**src/rtl/razor_recovery_ctrl_pkg.sv**
```systemverilog
// Shared types and constants for the Razor error recovery controller.
// Holds the state encoding, stage indices and the saturating counter helper.
package razor_recovery_ctrl_pkg;

   localparam int PC_W  = 32;
   localparam int CNT_W = 16;

   localparam int STG_IFID  = 0;
   localparam int STG_IDEX  = 1;
   localparam int STG_EXMEM = 2;
   localparam int STG_MEMWB = 3;

   typedef enum logic [2:0] {
      ST_IDLE     = 3'd0,
      ST_FLUSH    = 3'd1,
      ST_REDIRECT = 3'd2,
      ST_GUARD    = 3'd3,
      ST_HALT     = 3'd4
   } state_t;

   function automatic logic [CNT_W-1:0] sat_inc(input logic [CNT_W-1:0] v);
      return (v == {CNT_W{1'b1}}) ? v : v + 1'b1;
   endfunction

endpackage

```
**src/rtl/razor_recovery_ctrl_if.sv**
```systemverilog
// Bundle between the recovery controller and the Razor-protected pipeline.
// master = controller side, slave = pipeline/fetch side.
interface razor_recovery_ctrl_if
   import razor_recovery_ctrl_pkg::*;
#(
   parameter int NSTAGE = 4
) ();
   logic [NSTAGE-1:0]      err_in;
   logic [PC_W*NSTAGE-1:0] stage_pc;
   logic                   flush;
   logic                   stall;
   logic                   pc_load;
   logic [PC_W-1:0]        pc_target;
   logic                   recovering;
   logic                   fatal;
   logic [CNT_W-1:0]       err_count;

   modport master (
      input  err_in, stage_pc,
      output flush, stall, pc_load, pc_target, recovering, fatal, err_count
   );

   modport slave (
      output err_in, stage_pc,
      input  flush, stall, pc_load, pc_target, recovering, fatal, err_count
   );
endinterface

```
**src/rtl/razor_recovery_ctrl_err_prio.sv**
```systemverilog
// Combinational oldest-stage select: highest asserted err bit picks its PC slice.
module razor_err_prio
   import razor_recovery_ctrl_pkg::*;
#(
   parameter int NSTAGE = 4
) (
   input  logic [NSTAGE-1:0]      i_err,
   input  logic [PC_W*NSTAGE-1:0] i_stage_pc,
   output logic                   o_any_err,
   output logic [PC_W-1:0]        o_sel_pc
);

   always_comb begin
      o_any_err = |i_err;
      o_sel_pc  = '0;
      // Ascending scan so the oldest (highest index) stage overrides younger ones
      for (int i = 0; i < NSTAGE; i++) begin
         if (i_err[i]) o_sel_pc = i_stage_pc[PC_W*i +: PC_W];
      end
   end

endmodule

```
**src/rtl/razor_recovery_ctrl.sv**
```systemverilog
// Razor recovery sequencer: accept error, flush, redirect PC, guard refill,
// escalating to a sticky HALT after too many back-to-back recoveries.
module razor_recovery_ctrl
   import razor_recovery_ctrl_pkg::*;
#(
   parameter int NSTAGE       = 4,
   parameter int GUARD_CYCLES = 4,
   parameter int MAX_RETRY    = 3
) (
   input logic                  clk,
   input logic                  reset,
   razor_recovery_ctrl_if.master bus
);

   localparam logic [3:0] LP_GUARD = 4'(GUARD_CYCLES);
   localparam logic [3:0] LP_RETRY = 4'(MAX_RETRY);

   logic             w_any_err;
   logic [PC_W-1:0]  w_sel_pc;

   state_t           r_state, w_state_nxt;
   logic [3:0]       r_guard, w_guard_nxt;
   logic [3:0]       r_retry, w_retry_nxt;
   logic             w_accept;

   logic             r_flush, r_stall, r_pc_load, r_recovering, r_fatal;
   logic [PC_W-1:0]  r_pc_target;
   logic [CNT_W-1:0] r_err_count;

   razor_err_prio #(.NSTAGE(NSTAGE)) u_prio (
      .i_err      (bus.err_in),
      .i_stage_pc (bus.stage_pc),
      .o_any_err  (w_any_err),
      .o_sel_pc   (w_sel_pc)
   );

   always_comb begin
      w_state_nxt = r_state;
      w_guard_nxt = r_guard;
      w_retry_nxt = r_retry;
      w_accept    = 1'b0;
      case (r_state)
         ST_IDLE: begin
            if (w_any_err) begin
               w_accept    = 1'b1;
               w_state_nxt = ST_FLUSH;
            end
         end
         ST_FLUSH:    w_state_nxt = ST_REDIRECT;
         ST_REDIRECT: begin
            w_state_nxt = ST_GUARD;
            w_guard_nxt = LP_GUARD;
         end
         ST_GUARD: begin
            if (w_any_err) begin
               w_accept    = 1'b1;
               w_retry_nxt = r_retry + 4'd1;
               w_state_nxt = (w_retry_nxt > LP_RETRY) ? ST_HALT : ST_FLUSH;
            end else if (r_guard <= 4'd1) begin
               w_state_nxt = ST_IDLE;
               w_retry_nxt = '0;
               w_guard_nxt = '0;
            end else begin
               w_guard_nxt = r_guard - 4'd1;
            end
         end
         ST_HALT:     w_state_nxt = ST_HALT;
         default:     w_state_nxt = ST_IDLE;
      endcase
   end

   // Outputs are registered from the next state so they align with it
   always_ff @(posedge clk or posedge reset) begin
      if (reset) begin
         r_state      <= ST_IDLE;
         r_guard      <= '0;
         r_retry      <= '0;
         r_flush      <= 1'b0;
         r_stall      <= 1'b0;
         r_pc_load    <= 1'b0;
         r_recovering <= 1'b0;
         r_fatal      <= 1'b0;
         r_pc_target  <= '0;
         r_err_count  <= '0;
      end else begin
         r_state      <= w_state_nxt;
         r_guard      <= w_guard_nxt;
         r_retry      <= w_retry_nxt;
         r_flush      <= (w_state_nxt == ST_FLUSH) || (w_state_nxt == ST_HALT);
         r_stall      <= (w_state_nxt == ST_FLUSH) || (w_state_nxt == ST_REDIRECT) ||
                         (w_state_nxt == ST_HALT);
         r_pc_load    <= (w_state_nxt == ST_REDIRECT);
         r_recovering <= (w_state_nxt != ST_IDLE);
         r_fatal      <= (w_state_nxt == ST_HALT);
         if (w_accept) begin
            r_pc_target <= w_sel_pc;
            r_err_count <= sat_inc(r_err_count);
         end
      end
   end

   assign bus.flush      = r_flush;
   assign bus.stall      = r_stall;
   assign bus.pc_load    = r_pc_load;
   assign bus.pc_target  = r_pc_target;
   assign bus.recovering = r_recovering;
   assign bus.fatal      = r_fatal;
   assign bus.err_count  = r_err_count;

endmodule

```
**src/flat_wrapper.sv**
```systemverilog
// flat-port wrapper written by rule: the top's interface ports become plain ports
module razor_recovery_ctrl_flat import razor_recovery_ctrl_pkg::*;
#(
   parameter int NSTAGE       = 4,
   parameter int GUARD_CYCLES = 4,
   parameter int MAX_RETRY    = 3
)
  (clk, reset, bus_err_in, bus_stage_pc, bus_flush, bus_stall, bus_pc_load, bus_pc_target, bus_recovering, bus_fatal, bus_err_count);
  razor_recovery_ctrl_if #(.NSTAGE(NSTAGE)) bus_i ();
  input logic clk;
  input logic reset;
  input wire logic [$bits(bus_i.err_in)-1:0] bus_err_in;
  input wire logic [$bits(bus_i.stage_pc)-1:0] bus_stage_pc;
  output wire logic [$bits(bus_i.flush)-1:0] bus_flush;
  output wire logic [$bits(bus_i.stall)-1:0] bus_stall;
  output wire logic [$bits(bus_i.pc_load)-1:0] bus_pc_load;
  output wire logic [$bits(bus_i.pc_target)-1:0] bus_pc_target;
  output wire logic [$bits(bus_i.recovering)-1:0] bus_recovering;
  output wire logic [$bits(bus_i.fatal)-1:0] bus_fatal;
  output wire logic [$bits(bus_i.err_count)-1:0] bus_err_count;
  assign bus_i.err_in = bus_err_in;
  assign bus_i.stage_pc = bus_stage_pc;
  assign bus_flush = bus_i.flush;
  assign bus_stall = bus_i.stall;
  assign bus_pc_load = bus_i.pc_load;
  assign bus_pc_target = bus_i.pc_target;
  assign bus_recovering = bus_i.recovering;
  assign bus_fatal = bus_i.fatal;
  assign bus_err_count = bus_i.err_count;
  razor_recovery_ctrl #(.NSTAGE(NSTAGE), .GUARD_CYCLES(GUARD_CYCLES), .MAX_RETRY(MAX_RETRY)) u_core (.clk(clk), .reset(reset), .bus(bus_i));
endmodule
```
**config.mk**
```make
export PLATFORM = sky130hd
export DESIGN_NAME = razor_recovery_ctrl_flat
export DESIGN_NICKNAME = d
export VERILOG_FILES = /design/src/rtl/razor_recovery_ctrl_pkg.sv /design/src/rtl/razor_recovery_ctrl_if.sv /design/src/rtl/razor_recovery_ctrl_err_prio.sv /design/src/rtl/razor_recovery_ctrl.sv /design/src/flat_wrapper.sv
export SDC_FILE = /design/constraint.sdc
export NUM_CORES = 1
export LEC_CHECK = 0
export CAP_MARGIN = 20
export CORE_MARGIN = 5
export CORE_UTILIZATION = 41
export DETAILED_ROUTE_END_ITERATION = 7
export PLACE_DENSITY = 0.82
export SYNTH_ARGS = -nofsm -noshare
export SYNTH_HDL_FRONTEND = slang
export SYNTH_SLANG_ARGS = --single-unit
```
**constraint.sdc**
```tcl
create_clock -name clk -period 2.5 [get_ports clk]
set_input_delay 0.25 -clock clk [delete_from_list [all_inputs] [get_ports clk]]
set_output_delay 0.25 -clock clk [all_outputs]
set_load 0.03 [all_outputs]
```
### After elaboration in Yosys (flattened, before gate mapping)

Cells that the tools add are included.

| word-level totals | value |
|---|---|
| bits in latches | 0 |
| bits in read-only memories | 0 |
| memories kept | 0 |
| bits of input ports | 134 |
| output and inout port bits | 53 |
| bits in registers | 64 |
| memory bits (writable) | 0 |

| operators by class | value |
|---|---|
| bitwise operators | 1 |
| reduce and logical (&&, ||, !) cells | 12 |
| shift operators | 0 |
| equality and inequality tests | 9 |
| multiplexer cells | 16 |
| divide/modulo/power cells | 0 |
| multiply operators | 0 |
| $lt $le $gt $ge | 2 |
| add/subtract/negate cells | 3 |

Operators with widths:

| operator | number |
|---|---|
| 2-to-1 mux 32 bit | 4 |
| adder 16 x 1 -> 16 bit, second input constant | 1 |
| equality test 16 bit, second input constant | 1 |
| 2-to-1 mux 4 bit | 4 |
| one-hot mux 3 bit (5 select lines) | 1 |
| 2-to-1 mux 3 bit | 4 |
| equality test 3 x 2 -> 1 bit, second input constant | 3 |
| one-hot mux 4 bit (2 select lines) | 1 |
| equality test 3 x 1 -> 1 bit, second input constant | 2 |
| equality test 3 bit, second input constant | 2 |
| AND reduction 2 bit | 3 |
| adder 4 x 1 -> 4 bit, second input constant | 1 |
| > comparator 4 x 2 -> 1 bit, second input constant | 1 |
| <= comparator 4 x 1 -> 1 bit, second input constant | 1 |
| nonzero test 2 bit | 2 |
| OR reduction 4 bit | 1 |
| subtractor 4 x 1 -> 4 bit, second input constant | 1 |
| logical NOT 3 bit | 1 |
| logical OR 1 bit | 3 |
| nonzero test 3 bit | 1 |
| 2-to-1 mux 1 bit | 2 |
| != test 2 bit, second input constant | 1 |
| OR reduction 2 bit | 1 |
| NOT 1 bit | 1 |

### Depth between registers and ports, before layout

| depth | value |
|---|---|
| word-level depth | 8 |
| depth in mapped cells | 8 |

### Modules after synthesis

A second synthesis with hierarchy kept.

| unflattened totals | value |
|---|---|
| cells, all modules | 348 |
| area total of the unflattened synthesis | 3604.7 um^2 |

Modules (own cells, without submodules):

| module | times used | cells an instance | area each (um^2) |
|---|---|---|---|
| razor_recovery_ctrl | 1 | 227 | 2807.7 |
| razor_err_prio | 1 | 121 | 797.0 |

### Worst setup path before layout

Ideal clock, no wire load.

| timing | value |
|---|---|
| path type | reg2reg |
| from | register u_core.r_err_count[0] (netlist: u_core.bus.err_count[0]) |
| to | register u_core.r_err_count[1] (netlist: u_core.bus.err_count[1]) |
| buffers on the path | 0 |
| setup slack | 449 ps |
| data required time | 2375 ps |
| data arrival time | 1926 ps |
| stages on the path, launching flop included | 6 |
| cells stage by stage | dfrtp_1 ha_1 nand3_1 nor4_1 nor2_1 mux2_2 |

| on the way | value |
|---|---|
| longest elaborated chain between the ends | 3 |
| elaborated cells between the ends (all ways) | 4 |
| those cells by class | 1 x add/sub; 1 x eq/ne; 1 x bitwise; 1 x reduce/logical |

RTL lines:

| what | line | text |
|---|---|---|
| start, declared | razor_recovery_ctrl.sv:28 | `logic [CNT_W-1:0] r_err_count;` |
| start signal, assigned | razor_recovery_ctrl.sv:97 | `r_err_count <= sat_inc(r_err_count);` |
| parallel branches: the longest is 3 deep, another holds adder 16 x 1 -> 16 bit | - |  |

Several ways; the timed one is not identified.
A chain may end at the register's enable or synchronous reset.

### Final worst setup path

| timing | value |
|---|---|
| from | input port bus_err_in[0] |
| to | register u_core.r_guard[3] |

| on the way | value |
|---|---|
| longest elaborated chain between the ends | 3 |

RTL lines:

| what | line | text |
|---|---|---|
| start, declared | flat_wrapper.sv:12 | `input wire logic [$bits(bus_i.err_in)-1:0] bus_err_in;` |
| OR reduction 4 bit | razor_recovery_ctrl_err_prio.sv:14 | `o_any_err = \|i_err;` |
| != test 2 bit (no line) | - |  |
| AND reduction 2 bit (no line) | - |  |
| end signal, assigned | razor_recovery_ctrl.sv:87 | `r_guard <= w_guard_nxt;` |
| end, declared | razor_recovery_ctrl.sv:22 | `logic [3:0] r_guard, w_guard_nxt;` |

Every way passes these cells.

==> run metrics <==
outcome=finished clean; pin count of the biggest net entering global routing=66; per-instance average area after synthesis=8.80 sq um; number of storage elements in the synthesis netlist=64; nature of the critical path startpoint=input port; EDFF count, synth=0; post-synth net total=557; Synth area leaders=sky130_fd_sc_hd__dfrtp_1 (43%), sky130_fd_sc_hd__a21oi_1 (9.6%), sky130_fd_sc_hd__a221oi_1 (8.1%); post-DR wirelength/cell=18.4 microns; chip height=105 microns; Post-Route WL=about 13 mm; wire length of the first global-routing pass=21.2 mm; element type at the critical path end=flip-flop; simple-gate share of the synthesized area=0.129; effective utilization at floorplan=0.421; worst rel slew slack=0.554; clock tree from TritonCTS=built; start of the worst register-to-register path=u_core.r_state[1]; clock sink count=64; cell at the root of the clock tree=sky130_fd_sc_hd__clkbuf_8; sum of overflow across all layers after global routing=0; critical register-to-register path endpoint=u_core.bus.err_count[11]; list of most frequent post-synthesis cells=sky130_fd_sc_hd__a21oi_1 (71), sky130_fd_sc_hd__dfrtp_1 (64), sky130_fd_sc_hd__nor2_1 (41); Clock Skews=0.00605 ns; library cell with the highest instance count after synthesis=sky130_fd_sc_hd__a21oi_1; area added between synthesis and finish=58.6%; number of global-route vias before repair=4103; type of the worst setup path=in -> reg; total die area=0.0110 sq mm; cell type contributing the most total cell area after synthesis=sky130_fd_sc_hd__dfrtp_1; final setup violation count=0; combined flip-flop and latch cell area=0.00160 sq mm; count of warnings emitted by yosys=0; number of rows created at floorplan=34; via count of the routed design=between 4000 and 5000; H-tree lvl count=3; number of antenna cells inserted=0; Critical Path Source=bus_err_in[0]; number of antenna-violating nets in the routed design=0; Final Slew Violations=0; class of the worst hold path=in -> async; final estimated routing congestion in global placement=around 0.86; fraction of layout cells with a size suffix above 1=0.0587; main combinational cell family by area after synthesis=compound AO/OA/AOI/OAI gates; Highest Clock Rate=491 MHz; final clock period utilization by the worst path=0.814; cell leakage power=about 2.6 nW; number of distinct library cell variants in the gate-level netlist after synthesis=between 40 and 50; post-detailed-route DRC marker count=0; number of iterations in the first detailed-routing pass=4; Tot GR Track Use=0.234; cells on worst reg2reg path=4; detailed router's first-iteration violation count=218; Floorplan Core Area=0.00876 sq mm; portion of synthesized cell area occupied by the leading cell type=0.434; FILL cells=716; width of the die=roughly 100 microns; summed instance area of the synthesized netlist=0.00369 sq mm; fraction of the mapped netlist area in adder cells=0.0136; post-synthesis xor/xnor area fraction=0.0309; areal power density over the cells=383 mW/mm^2; critical path data required time=between 2 and 3 ns; post-route worst hold slack=approximately 0.29 ns; complex-gate fraction of the synthesized area=0.309; number of vias per cell after detailed routing=5.69; Max Fanout on Critical Path=3; number of instances in the synthesized netlist=419; total of hold buffers inserted after clock tree synthesis=0; number of setup buffers added after CTS=0; clock latency on the worst-skew pair=approximately 0.33 ns; sequential area share after synthesis=0.434; unrepaired setup endpoints after global routing=no; Least-Margin Pin Slew=0.669 ns; deepest clock path buffer count=2; IR Drop Worst-Case VDD=0.307 mV; initial antenna violation count=0; Tmin final=2.04 ns; Port Buffers=186; Arr. time, crit path=2.29 ns; Boundary Pins=187; footprint of the multi-input gates=0.00181 sq mm; proportion of synthesized area in mux cells=0.00577; Critical path destination=u_core.r_guard[3]; dpl hpwl=~9.6 mm; final sum of negative setup slack=0 ns; Worst R2R Setup Slack=around 0.62 ns; share of async-settable or async-resettable flops after synthesis=1.00; clock-pin transition on the worst setup and hold timing paths=0.07 ns; Max-Cap Viols=0; total of cells resized after clock tree synthesis=0; total count of hold-check failures in the final report=0; Top FF cell, synth=sky130_fd_sc_hd__dfrtp_1; post-layout net count=732; cts bufs inserted=9
worst min-delay path by stage:
| stage | startpoint | end | slack (ns) |
|---|---|---|---|
| 2_1_floorplan | bus_stage_pc[96] | u_core.bus.pc_target[0] | 0.46 |
| 3_5_place_dp | u_core.bus.err_count[15] | u_core.bus.err_count[15] | 0.51 |
| 4_1_cts | reset | u_core.r_guard[3] | 0.31 |
| 6_report | reset | u_core.bus.err_count[7] | 0.29 |
| 5_1_grt | reset | u_core.r_retry[0] | 0.34 |
| 3_3_place_gp | u_core.bus.err_count[15] | u_core.bus.err_count[15] | 0.50 |
sequential cells by signal, summed over array words and instances (netlist names):
| signal | cells |
|---|---|
| u_core.bus.pc_target | 32 |
| u_core.r_retry | 4 |
| u_core.r_guard | 4 |
| u_core.r_state | 3 |
| u_core.bus.fatal | 1 |
| u_core.bus.recovering | 1 |
| u_core.bus.stall | 1 |
| u_core.bus.flush | 1 |
| u_core.bus.err_count | 16 |
| u_core.bus.pc_load | 1 |
metal layers:
metal  up-vias  part of all wire  global-route usage
met4         0             0.021              0.0685
met2       174              0.50               0.387
met3        22             0.068              0.0629
met5         -                 0                   0
met1      1921              0.41               0.300
li1       1892                 -                   -
stage by stage:
step,power [mW],instances,cell area (sq um),setup WS [ns],util
floorplan,1.18,419,3690,0.449,-
global placement,1.43,691,5670,0.195,0.647
detailed placement,1.44,691,5670,0.131,0.647
CTS,2.26,704,5850,0.477,0.667
global route,2.34,704,5850,0.378,0.667
finish,2.24,704,5850,0.464,0.667
worst max-delay path, stage by stage:
cell,delay (ns)
sky130_fd_sc_hd__clkdlybuf4s50_1,0.44
sky130_fd_sc_hd__or4_1,0.55
sky130_fd_sc_hd__or4_1,0.45
sky130_fd_sc_hd__or4_1,0.50
sky130_fd_sc_hd__o21ai_0,0.09
cell families after synthesis:
group	count (synthesis)
buffers and inverters	74
AND/OR/NAND/NOR	98
AO/OA/AOI/OAI	164
adder cells (fa/ha/maj)	4
flip-flops	64
multiplexers	2
XOR/XNOR	13
cells in the final DEF, fill, tap and decap left out, types with 3 or more instances in the layout:
master	instances
sky130_fd_sc_hd__or4_1	3
sky130_fd_sc_hd__buf_4	12
sky130_fd_sc_hd__nand3_1	7
sky130_fd_sc_hd__a221oi_1	34
sky130_fd_sc_hd__nand2_1	14
sky130_fd_sc_hd__inv_1	37
sky130_fd_sc_hd__and3_1	5
sky130_fd_sc_hd__clkbuf_8	13
sky130_fd_sc_hd__dfrtp_1	64
sky130_fd_sc_hd__ha_1	4
sky130_fd_sc_hd__clkdlybuf4s50_1	184
sky130_fd_sc_hd__a22o_1	4
sky130_fd_sc_hd__nor2_1	41
sky130_fd_sc_hd__a21oi_1	71
sky130_fd_sc_hd__xor2_1	12
sky130_fd_sc_hd__nor4_1	5
sky130_fd_sc_hd__a211oi_1	3
sky130_fd_sc_hd__nor3_1	7
sky130_fd_sc_hd__a211o_1	32
sky130_fd_sc_hd__o21ai_0	6
sky130_fd_sc_hd__nand4_1	5
final cells by class:
cell class | instances | area share
Inverter | 38 | 0.0244
Sequential cell | 64 | 0.274
Tap cell | 108 | 0.0231
Multi-Input combinational cell | 281 | 0.309
Clock buffer | 13 | 0.0306
Timing Repair Buffer | 200 | 0.339
report_power, final:
group	switching [mW]	internal (mW)
clock network	0.370	0.453
registers	0.000499	1.04
logic	0.140	0.239
total	0.511	1.73
No activity file was read; power rests on OpenSTA's default activity.
